`src/rtl/sw_pkg.sv`:
```
// Shared constants for the Smith-Waterman sequence loader: default length,
// 2-bit base encoding and the loader state enumeration.
package sw_pkg;

  localparam int LEN_DEF = 256;

  localparam logic [1:0] BASE_A = 2'd0;
  localparam logic [1:0] BASE_C = 2'd1;
  localparam logic [1:0] BASE_G = 2'd2;
  localparam logic [1:0] BASE_T = 2'd3;

  typedef enum logic [1:0] {
    LOAD   = 2'd0,
    STREAM = 2'd1,
    WAIT   = 2'd2
  } state_t;

endpackage

```
`src/rtl/sw_seq_buf.sv`:
```
// LEN x 2-bit sequence storage: one synchronous write port, one asynchronous
// read port. Contents are deliberately not reset.
module sw_seq_buf
  import sw_pkg::*;
#(
  parameter int DEPTH = LEN_DEF,
  parameter int AW    = 8
) (
  input  logic          clk,
  input  logic          we,
  input  logic [AW-1:0] waddr,
  input  logic [1:0]    wdata,
  input  logic [AW-1:0] raddr,
  output logic [1:0]    rdata
);

  logic [1:0] mem [DEPTH];

  always_ff @(posedge clk) begin
    if (we) mem[waddr] <= wdata;
  end

  assign rdata = mem[raddr];

endmodule

```
`src/rtl/sw_seq_loader.sv`:
```
// Loads two ASCII base sequences (S, T) from a host, then streams them
// element-by-element to a Smith-Waterman core and captures its max score.
module sw_seq_loader
  import sw_pkg::*;
#(
  parameter int LEN  = LEN_DEF,
  parameter int MAXW = 12
) (
  input  logic            clk,
  input  logic            reset,
  input  logic            in_valid,
  output logic            in_ready,
  input  logic            in_sel,
  input  logic [7:0]      in_char,
  output logic            sw_valid,
  output logic [1:0]      sw_data_s,
  output logic [1:0]      sw_data_t,
  input  logic            sw_finish,
  input  logic [MAXW-1:0] sw_max,
  output logic [MAXW-1:0] result,
  output logic            result_valid,
  output logic            err
);

  localparam int IDX_W = (LEN > 1) ? $clog2(LEN) : 1;
  localparam int CNT_W = $clog2(LEN) + 1;

  // Returns {legal, code}; only uppercase A/C/G/T are legal.
  function automatic logic [2:0] encode(input logic [7:0] ch);
    case (ch)
      8'h41:   encode = {1'b1, BASE_A};
      8'h43:   encode = {1'b1, BASE_C};
      8'h47:   encode = {1'b1, BASE_G};
      8'h54:   encode = {1'b1, BASE_T};
      default: encode = 3'b000;
    endcase
  endfunction

  state_t           state_q, state_d;
  logic [CNT_W-1:0] cnt_s, cnt_t;
  logic [IDX_W-1:0] idx;
  logic [IDX_W-1:0] rd_addr;
  logic [1:0]       rd_s, rd_t;
  logic [1:0]       enc_code;
  logic             enc_legal;
  logic             s_full, t_full;
  logic             accept, we_s, we_t;
  logic             start_stream, last_elem, finish;
  logic             vld_p1;
  logic [1:0]       data_s_p1, data_t_p1;

  assign {enc_legal, enc_code} = encode(in_char);
  assign s_full = (cnt_s == CNT_W'(LEN));
  assign t_full = (cnt_t == CNT_W'(LEN));

  always_comb begin
    state_d      = state_q;
    in_ready     = 1'b0;
    start_stream = 1'b0;
    last_elem    = 1'b0;
    finish       = 1'b0;
    case (state_q)
      LOAD: begin
        in_ready = in_sel ? !t_full : !s_full;
        if (s_full && t_full) begin
          state_d      = STREAM;
          start_stream = 1'b1;
        end
      end
      STREAM: begin
        if (idx == IDX_W'(LEN - 1)) begin
          state_d   = WAIT;
          last_elem = 1'b1;
        end
      end
      WAIT: begin
        if (sw_finish) begin
          state_d = LOAD;
          finish  = 1'b1;
        end
      end
      default: state_d = LOAD;
    endcase
  end

  // Illegal characters complete the handshake but are never written.
  assign accept = in_valid && in_ready;
  assign we_s   = accept && enc_legal && !in_sel;
  assign we_t   = accept && enc_legal && in_sel;

  // Read one element ahead so the registered output shows element idx.
  assign rd_addr = (state_q == STREAM) ? idx + IDX_W'(1) : '0;

  sw_seq_buf #(.DEPTH(LEN), .AW(IDX_W)) u_buf_s (
    .clk   (clk),
    .we    (we_s),
    .waddr (cnt_s[IDX_W-1:0]),
    .wdata (enc_code),
    .raddr (rd_addr),
    .rdata (rd_s)
  );

  sw_seq_buf #(.DEPTH(LEN), .AW(IDX_W)) u_buf_t (
    .clk   (clk),
    .we    (we_t),
    .waddr (cnt_t[IDX_W-1:0]),
    .wdata (enc_code),
    .raddr (rd_addr),
    .rdata (rd_t)
  );

  always_ff @(posedge clk) begin
    if (reset) state_q <= LOAD;
    else       state_q <= state_d;
  end

  // p1: registered stream outputs, load counters and score capture
  always_ff @(posedge clk) begin
    if (reset) begin
      cnt_s        <= '0;
      cnt_t        <= '0;
      idx          <= '0;
      vld_p1       <= 1'b0;
      data_s_p1    <= 2'b00;
      data_t_p1    <= 2'b00;
      result       <= '0;
      result_valid <= 1'b0;
      err          <= 1'b0;
    end else begin
      if (finish) begin
        cnt_s <= '0;
        cnt_t <= '0;
      end else begin
        if (we_s) cnt_s <= cnt_s + CNT_W'(1);
        if (we_t) cnt_t <= cnt_t + CNT_W'(1);
      end
      if (accept && !enc_legal) err <= 1'b1;
      result_valid <= finish;
      if (finish) result <= sw_max;
      if (start_stream) begin
        vld_p1    <= 1'b1;
        data_s_p1 <= rd_s;
        data_t_p1 <= rd_t;
        idx       <= '0;
      end else if (state_q == STREAM && !last_elem) begin
        vld_p1    <= 1'b1;
        data_s_p1 <= rd_s;
        data_t_p1 <= rd_t;
        idx       <= idx + IDX_W'(1);
      end else begin
        vld_p1    <= 1'b0;
        data_s_p1 <= 2'b00;
        data_t_p1 <= 2'b00;
        idx       <= '0;
      end
    end
  end

  assign sw_valid  = vld_p1;
  assign sw_data_s = data_s_p1;
  assign sw_data_t = data_t_p1;

endmodule
```
`config.mk`:
```
export PLATFORM = sky130hd
export DESIGN_NAME = sw_seq_loader
export DESIGN_NICKNAME = d
export VERILOG_FILES = /design/src/rtl/sw_pkg.sv /design/src/rtl/sw_seq_buf.sv /design/src/rtl/sw_seq_loader.sv
export SDC_FILE = /design/constraint.sdc
export NUM_CORES = 2
export LEC_CHECK = 0
export ABC_AREA = 1
export CAP_MARGIN = 10
export CORE_ASPECT_RATIO = 0.8
export CORE_MARGIN = 3
export CORE_UTILIZATION = 60
export CTS_BUF_LIST = sky130_fd_sc_hd__clkbuf_4 sky130_fd_sc_hd__clkbuf_8
export DETAILED_ROUTE_END_ITERATION = 10
export MAX_ROUTING_LAYER = met4
export PLACE_DENSITY_LB_ADDON = 0.3
export SLEW_MARGIN = 20
export SYNTH_ARGS = -nofsm -noshare
export SYNTH_HDL_FRONTEND = slang
export SYNTH_SLANG_ARGS = --single-unit
```
`constraint.sdc`:
```
create_clock -name clk -period 83.9 [get_ports clk]
set_input_delay 16.78 -clock clk [delete_from_list [all_inputs] [get_ports clk]]
set_output_delay 16.78 -clock clk [all_outputs]
set_load 0.05 [all_outputs]
```
## Word-level counts from Yosys, hierarchy flattened

Memories as Yosys holds them, arrays and structs flattened.
Cells that the tools add are included.

| word-level totals | value |
|---|---|
| register bits | 47 |
| RAM bits | 1024 |
| output and inout port bits | 20 |
| word-level logic and storage cells | 68 |
| input port bits | 25 |
| memories | 2 |

| operators by class | value |
|---|---|
| add/sub/neg operators | 3 |
| eq/ne operators | 12 |
| mux-type cells | 24 |
| reductions and logical operators | 16 |
| bitwise gates (word level) | 1 |

Memories:

| memory | words | width | rd ports | clocked after memory_dff | write ports | RTL line | RTL |
|---|---|---|---|---|---|---|---|
| u_buf_s.mem | 256 | 2 | 1 | 0 | 1 | sw_seq_buf.sv:17 | `logic [1:0] mem [DEPTH];` |
| u_buf_t.mem | 256 | 2 | 1 | 0 | 1 | sw_seq_buf.sv:17 |  |

Operator list:

| cell | count |
|---|---|
| $eq A8 B7 Y1 const B | 4 |
| $add A9 B1 Y9 const B | 2 |
| $eq A9 B9 Y1 const B | 2 |
| $mux W1 | 14 |
| $mux W2 | 7 |
| $pmux W3 S4 | 1 |
| $add A8 B1 Y8 const B | 1 |
| $eq A8 B8 Y1 const B | 1 |
| $mux W8 | 1 |
| $logic_and A1 B1 Y1 | 7 |
| $ne A2 B2 Y1 const B | 3 |
| $pmux W2 S3 | 1 |
| $logic_not A1 Y1 | 5 |
| $reduce_and A3 Y1 | 1 |
| $reduce_or A3 Y1 | 1 |
| $eq A2 B1 Y1 const B | 1 |
| $eq A2 B2 Y1 const B | 1 |
| $logic_not A2 Y1 | 1 |
| $reduce_or A2 Y1 | 1 |
| $not A1 Y1 | 1 |

## Longest topological paths before layout

| depth | value |
|---|---|
| word-level depth | 9 |
| depth in mapped cells | 17 |
| gate-level depth less buffers | 16 |

## By module

A second synthesis with hierarchy kept.

| unflattened totals | value |
|---|---|
| cells, all modules | 4444 |
| area, all modules | 46574.7 um^2 |

Modules (own cells, without submodules):

| module | times used | area each (um^2) | cells each |
|---|---|---|---|
| sw_seq_buf | 2 | 22086.2 | 2053 |
| sw_seq_loader | 1 | 2402.3 | 338 |

## Worst setup path after synthesis

OpenSTA, ideal clock, no wires.

| timing | value |
|---|---|
| kind | input to register |
| start point | input in_char[7] |
| end point | memory u_buf_s.mem[0][0], data pin |
| cell stages on the path | 5 |
| slack | 33.005 ns |
| data required time | 78.190 ns |
| data arrival time | 45.185 ns |
| library setup time | 5.710 ns |
| path through | inv_1 -> nand2_1 -> inv_1 -> nand2_1 -> o41ai_1 |

| between the ends | value |
|---|---|
| cells in the longest elaborated chain, start to end | 2 |
| elaborated cells on any way between the ends | 5 |

RTL lines:

| element | RTL line | RTL |
|---|---|---|
| start: declaration | sw_seq_loader.sv:14 | `input logic [7:0] in_char,` |
| $eq A8 B7 Y1 | sw_seq_loader.sv:30 | `case (ch)` |
| $pmux W3 S4 (*) | sw_seq_loader.sv:30 |  |
| via enc_code[0] | sw_seq_loader.sv:44 | `logic [1:0] enc_code;` |
| end: declaration | sw_seq_buf.sv:17 |  |

The timed path passes the listed nets; every way through them passes the cells marked *.

## Final worst setup path

| timing | value |
|---|---|
| start point | input in_sel |
| end point | output in_ready |

| between the ends | value |
|---|---|
| cells in the longest elaborated chain, start to end | 2 |

RTL lines:

| element | RTL line | RTL |
|---|---|---|
| start: declaration | sw_seq_loader.sv:13 | `input logic in_sel,` |
| $mux W1 | sw_seq_loader.sv:64 | `in_ready = in_sel ? !t_full : !s_full;` |
| $mux W1 | sw_seq_loader.sv:62 | `case (state_q)` |
| end: declaration | sw_seq_loader.sv:12 | `output logic in_ready,` |

No other way between the ends.

==> results.sh <==
export IMPL_crit_path_top_delay_cell="clkdlybuf4s50_1"
export IMPL_power_per_cell_area_mw_per_mm2=20.01
export IMPL_cp_max_fo=3
export IMPL_core_sq_mm=0.07590
export IMPL_final_setup_tns_ns=0
export IMPL_hold_depth=1
export IMPL_grt_max_degree=260
export IMPL_htree_levels=4
export IMPL_power_switching_share=0.2016
export IMPL_ys_ff_latch=1071
export IMPL_drt_total_wl_mm=116.3
export IMPL_viasPerCell=5.960
export IMPL_fill_cells=5729
export IMPL_antenna_left=0
export IMPL_grt_pass1_wl_mm=176.1
export IMPL_slew_violations=0
export IMPL_clk_pin_slew_ns=0.06
export IMPL_p_switching_mw=0.2033
export IMPL_first_iter_violations=4322
export IMPL_tightest_slew_ns=1.209
export IMPL_nNetsFinal=4390
export IMPL_pin_count=45
export IMPL_hold_viol=0
export IMPL_vias=32798
export IMPL_drt_pass1_iterations=6
export IMPL_mappedNetlistArea_sq_mm=0.04629
export IMPL_outcome="completed"
export IMPL_worstPathRequired_ns=67.12
export IMPL_maxCapViolations=0
export IMPL_p_clk_frac=0.424
export IMPL_die_w_um=316.6
export IMPL_power_mw=1.008
export IMPL_cts_resized=0
export IMPL_root_buffer="clkbuf_8"
export IMPL_slew_headroom=0.1923
export IMPL_cts_buffer_depth=3
export IMPL_regToRegSetupSlack_ns=78.74
export IMPL_leakage_nw=18.60
export IMPL_hp_class="reg2reg"
export IMPL_drc_errors=0
export IMPL_die_h_um=254.4
export IMPL_grt_use_total=0.2987
export IMPL_wl_per_cell_um=21.14
export IMPL_path_cells="clkdlybuf4s50_1, inv_1, o21ai_1, nor2_2, clkdlybuf4s50_1"
export IMPL_yosysWarnings=0
export IMPL_final_layout_size_suffix_gt1_frac=0.08578
export IMPL_dp_hpwl_mm=62.59
export IMPL_yosysSeqAreaShare=0.6846
export IMPL_cpPeakStageDelay_ns=0.83
export IMPL_end_kind="output port"
export IMPL_start_util=0.6099
export IMPL_intPower_mw=0.8048
export IMPL_critPathKind="in2out"
export IMPL_pwr_share_comb=0.003
export IMPL_numCtsBuffers=162
export IMPL_reg2regPathDepth=15
export IMPL_area_growth_pct=8.854
export IMPL_gp_congestion=0.8633
export IMPL_rows=90
export IMPL_finalClockSkew_ns=0.04003
export IMPL_fin_crit_ns=35.29
export IMPL_yosysUniqueCellTypes=37
export IMPL_setup_viol=0
export IMPL_syn_inst=4387
export IMPL_clk_latency_ns=0.84
export IMPL_crit_top_cell="clkdlybuf4s50_1"
export IMPL_antenna_found_initial=3
export IMPL_post_cts_buffers=0
export IMPL_irDropWorstVdd_mv=0.01392
export IMPL_overflow=0
export IMPL_final_period_utilization=0.4206
export IMPL_first_global_vias=31299
export IMPL_fmax_ghz=0.02834
export IMPL_cts_tree="built"
export IMPL_synth_nets=4421
export IMPL_dieArea_sq_mm=0.08054
export IMPL_avgSynthCellArea_sq_um=10.55
export IMPL_hold_buffers=0
export IMPL_seq_power_share=0.573
export IMPL_port_buffers=44
export IMPL_rsz0062_at_grt="false"
export IMPL_cts_sinks=1071
export IMPL_critPathLaunchType="primary input"
export IMPL_arrival_ns=18.51
worst max-delay path, delay by kind of cell:
family	cells	cell delay [ns]
AND/OR/NAND/NOR	1	0.17
buffers and inverters	3	1.46
AO/OA/AOI/OAI	1	0.10
synth_stat cells:
master,instances,area (sq um)
inv_2,10,37.54
a31oi_1,1,6.260
o21ai_0,29,145.1
nand3_2,3,30.03
or3b_2,1,8.760
a211oi_1,1,7.510
nand2_1,1109,4163
nand4_1,6,37.54
and2_1,1,6.260
o211ai_1,37,277.8
nand2_4,7,78.83
buf_4,7,52.55
clkbuf_1,90,337.8
nand2_2,8,50.05
nor4_1,2,12.51
nor3_1,25,125.1
ha_1,9,112.6
o41ai_1,1,8.760
a22o_1,12,105.1
nand3_4,5,87.58
o21ai_1,3,15.01
nand3_1,935,4679
edfxtp_1,1024,30750
buf_1,26,97.59
dfxtp_1,47,940.9
buf_2,153,765.7
buf_12,1,20.02
nor2_4,3,33.78
or2_2,15,93.84
inv_1,194,728.2
nor2_8,1,20.02
nor2_1,576,2162
inv_4,1,6.260
nor2_2,16,100.1
buf_6,6,67.56
a21oi_1,19,95.09
xnor2_1,3,26.28
worst paths after layout:
path              startpoint           end
hold / removal     result[9]     result[9]
setup reg to reg      idx[0]  sw_data_t[0]
hold reg to reg    result[9]     result[9]
setup / recovery      in_sel      in_ready
power by group through the flow:
stage	logic [mW]	clock network [mW]	registers, mW
2_1_floorplan	0.00113	0	0.590
3_3_place_gp	0.00346	0	0.589
3_5_place_dp	0.00350	0	0.589
4_1_cts	0.00352	0.431	0.578
5_1_grt	0.00379	0.455	0.577
6_report	0.00352	0.427	0.578
flip-flops by register name, indices dropped and copies added, names as in the netlist, 2 cells and up:
| register | cells |
|---|---|
| result | 12 |
| idx | 8 |
| u_buf_t.mem | 512 |
| u_buf_s.mem | 512 |
| cnt_s | 9 |
| state_q | 2 |
| sw_data_t | 2 |
| sw_data_s | 2 |
| cnt_t | 9 |
logic make-up (layout without fill, tap and decap cells):
group,after synthesis,after routing,synth area share
flops,1071,1071,0.6846
simple gates,2713,2713,0.2525
compound gates,103,103,0.01427
fa+ha+maj,9,9,0.002433
buf+inv,488,589,0.04565
xor+xnor,3,3,0.0005677
other cells,0,3,0
per-layer routing:
metal | vias to the layer above | global-route usage | part of all wire
met2 | 1959 | 0.4408 | 0.45
met1 | 15562 | 0.4146 | 0.40
met3 | 247 | 0.06841 | 0.12
li1 | 15030 | - | -
met4 | 0 | 0.1004 | 0.026
met5 | - | - | 0
metrics by stage:
stage          area, sq um  hold slack, ns  worst slack, ns  instances  utilization
6_report             50390          0.4806            48.61       5503       0.6639
5_1_grt              50390          0.5027            48.53       5503       0.6639
4_1_cts              50380          0.4772            48.60       5500       0.6638
3_5_place_dp         47140          0.4553            48.61       5204       0.6211
3_3_place_gp         47140          0.4553            48.58       5204       0.6211
2_1_floorplan        46290          0.4698            33.00       4387            -
final cells by class:
cell class              instances  area [sq um]  share of cell area
flip-flops and latches       1071         31690              0.6289
clock buffers                 241          2904             0.05763
repair buffers                 88         833.3             0.01654
clock inverters                55         335.3            0.006654
well taps                    1012          1266             0.02513
inverters                     205         784.5             0.01557
multi-input cells            2828         12570              0.2494
diodes                          3         7.507           0.0001490
cell usage in the layout, fill, tap and decap left out, drive strengths merged:
master / synthesis / final
a211oi: 1 / 1
a21oi: 19 / 19
a22o: 12 / 12
a31oi: 1 / 1
and2: 1 / 1
buf: 193 / 44
bufinv: 0 / 1
clkbuf: 90 / 241
clkdlybuf4s50: 0 / 44
clkinv: 0 / 43
clkinvlp: 0 / 4
dfxtp: 47 / 47
diode: 0 / 3
edfxtp: 1024 / 1024
ha: 9 / 9
inv: 205 / 212
nand2: 1124 / 1124
nand3: 943 / 943
nand4: 6 / 6
nor2: 596 / 596
nor3: 25 / 25
nor4: 2 / 2
o211ai: 37 / 37
o21ai: 32 / 32
o41ai: 1 / 1
or2: 15 / 15
or3b: 1 / 1
xnor2: 3 / 3
Note: power is estimated with default switching activity, not from simulation.
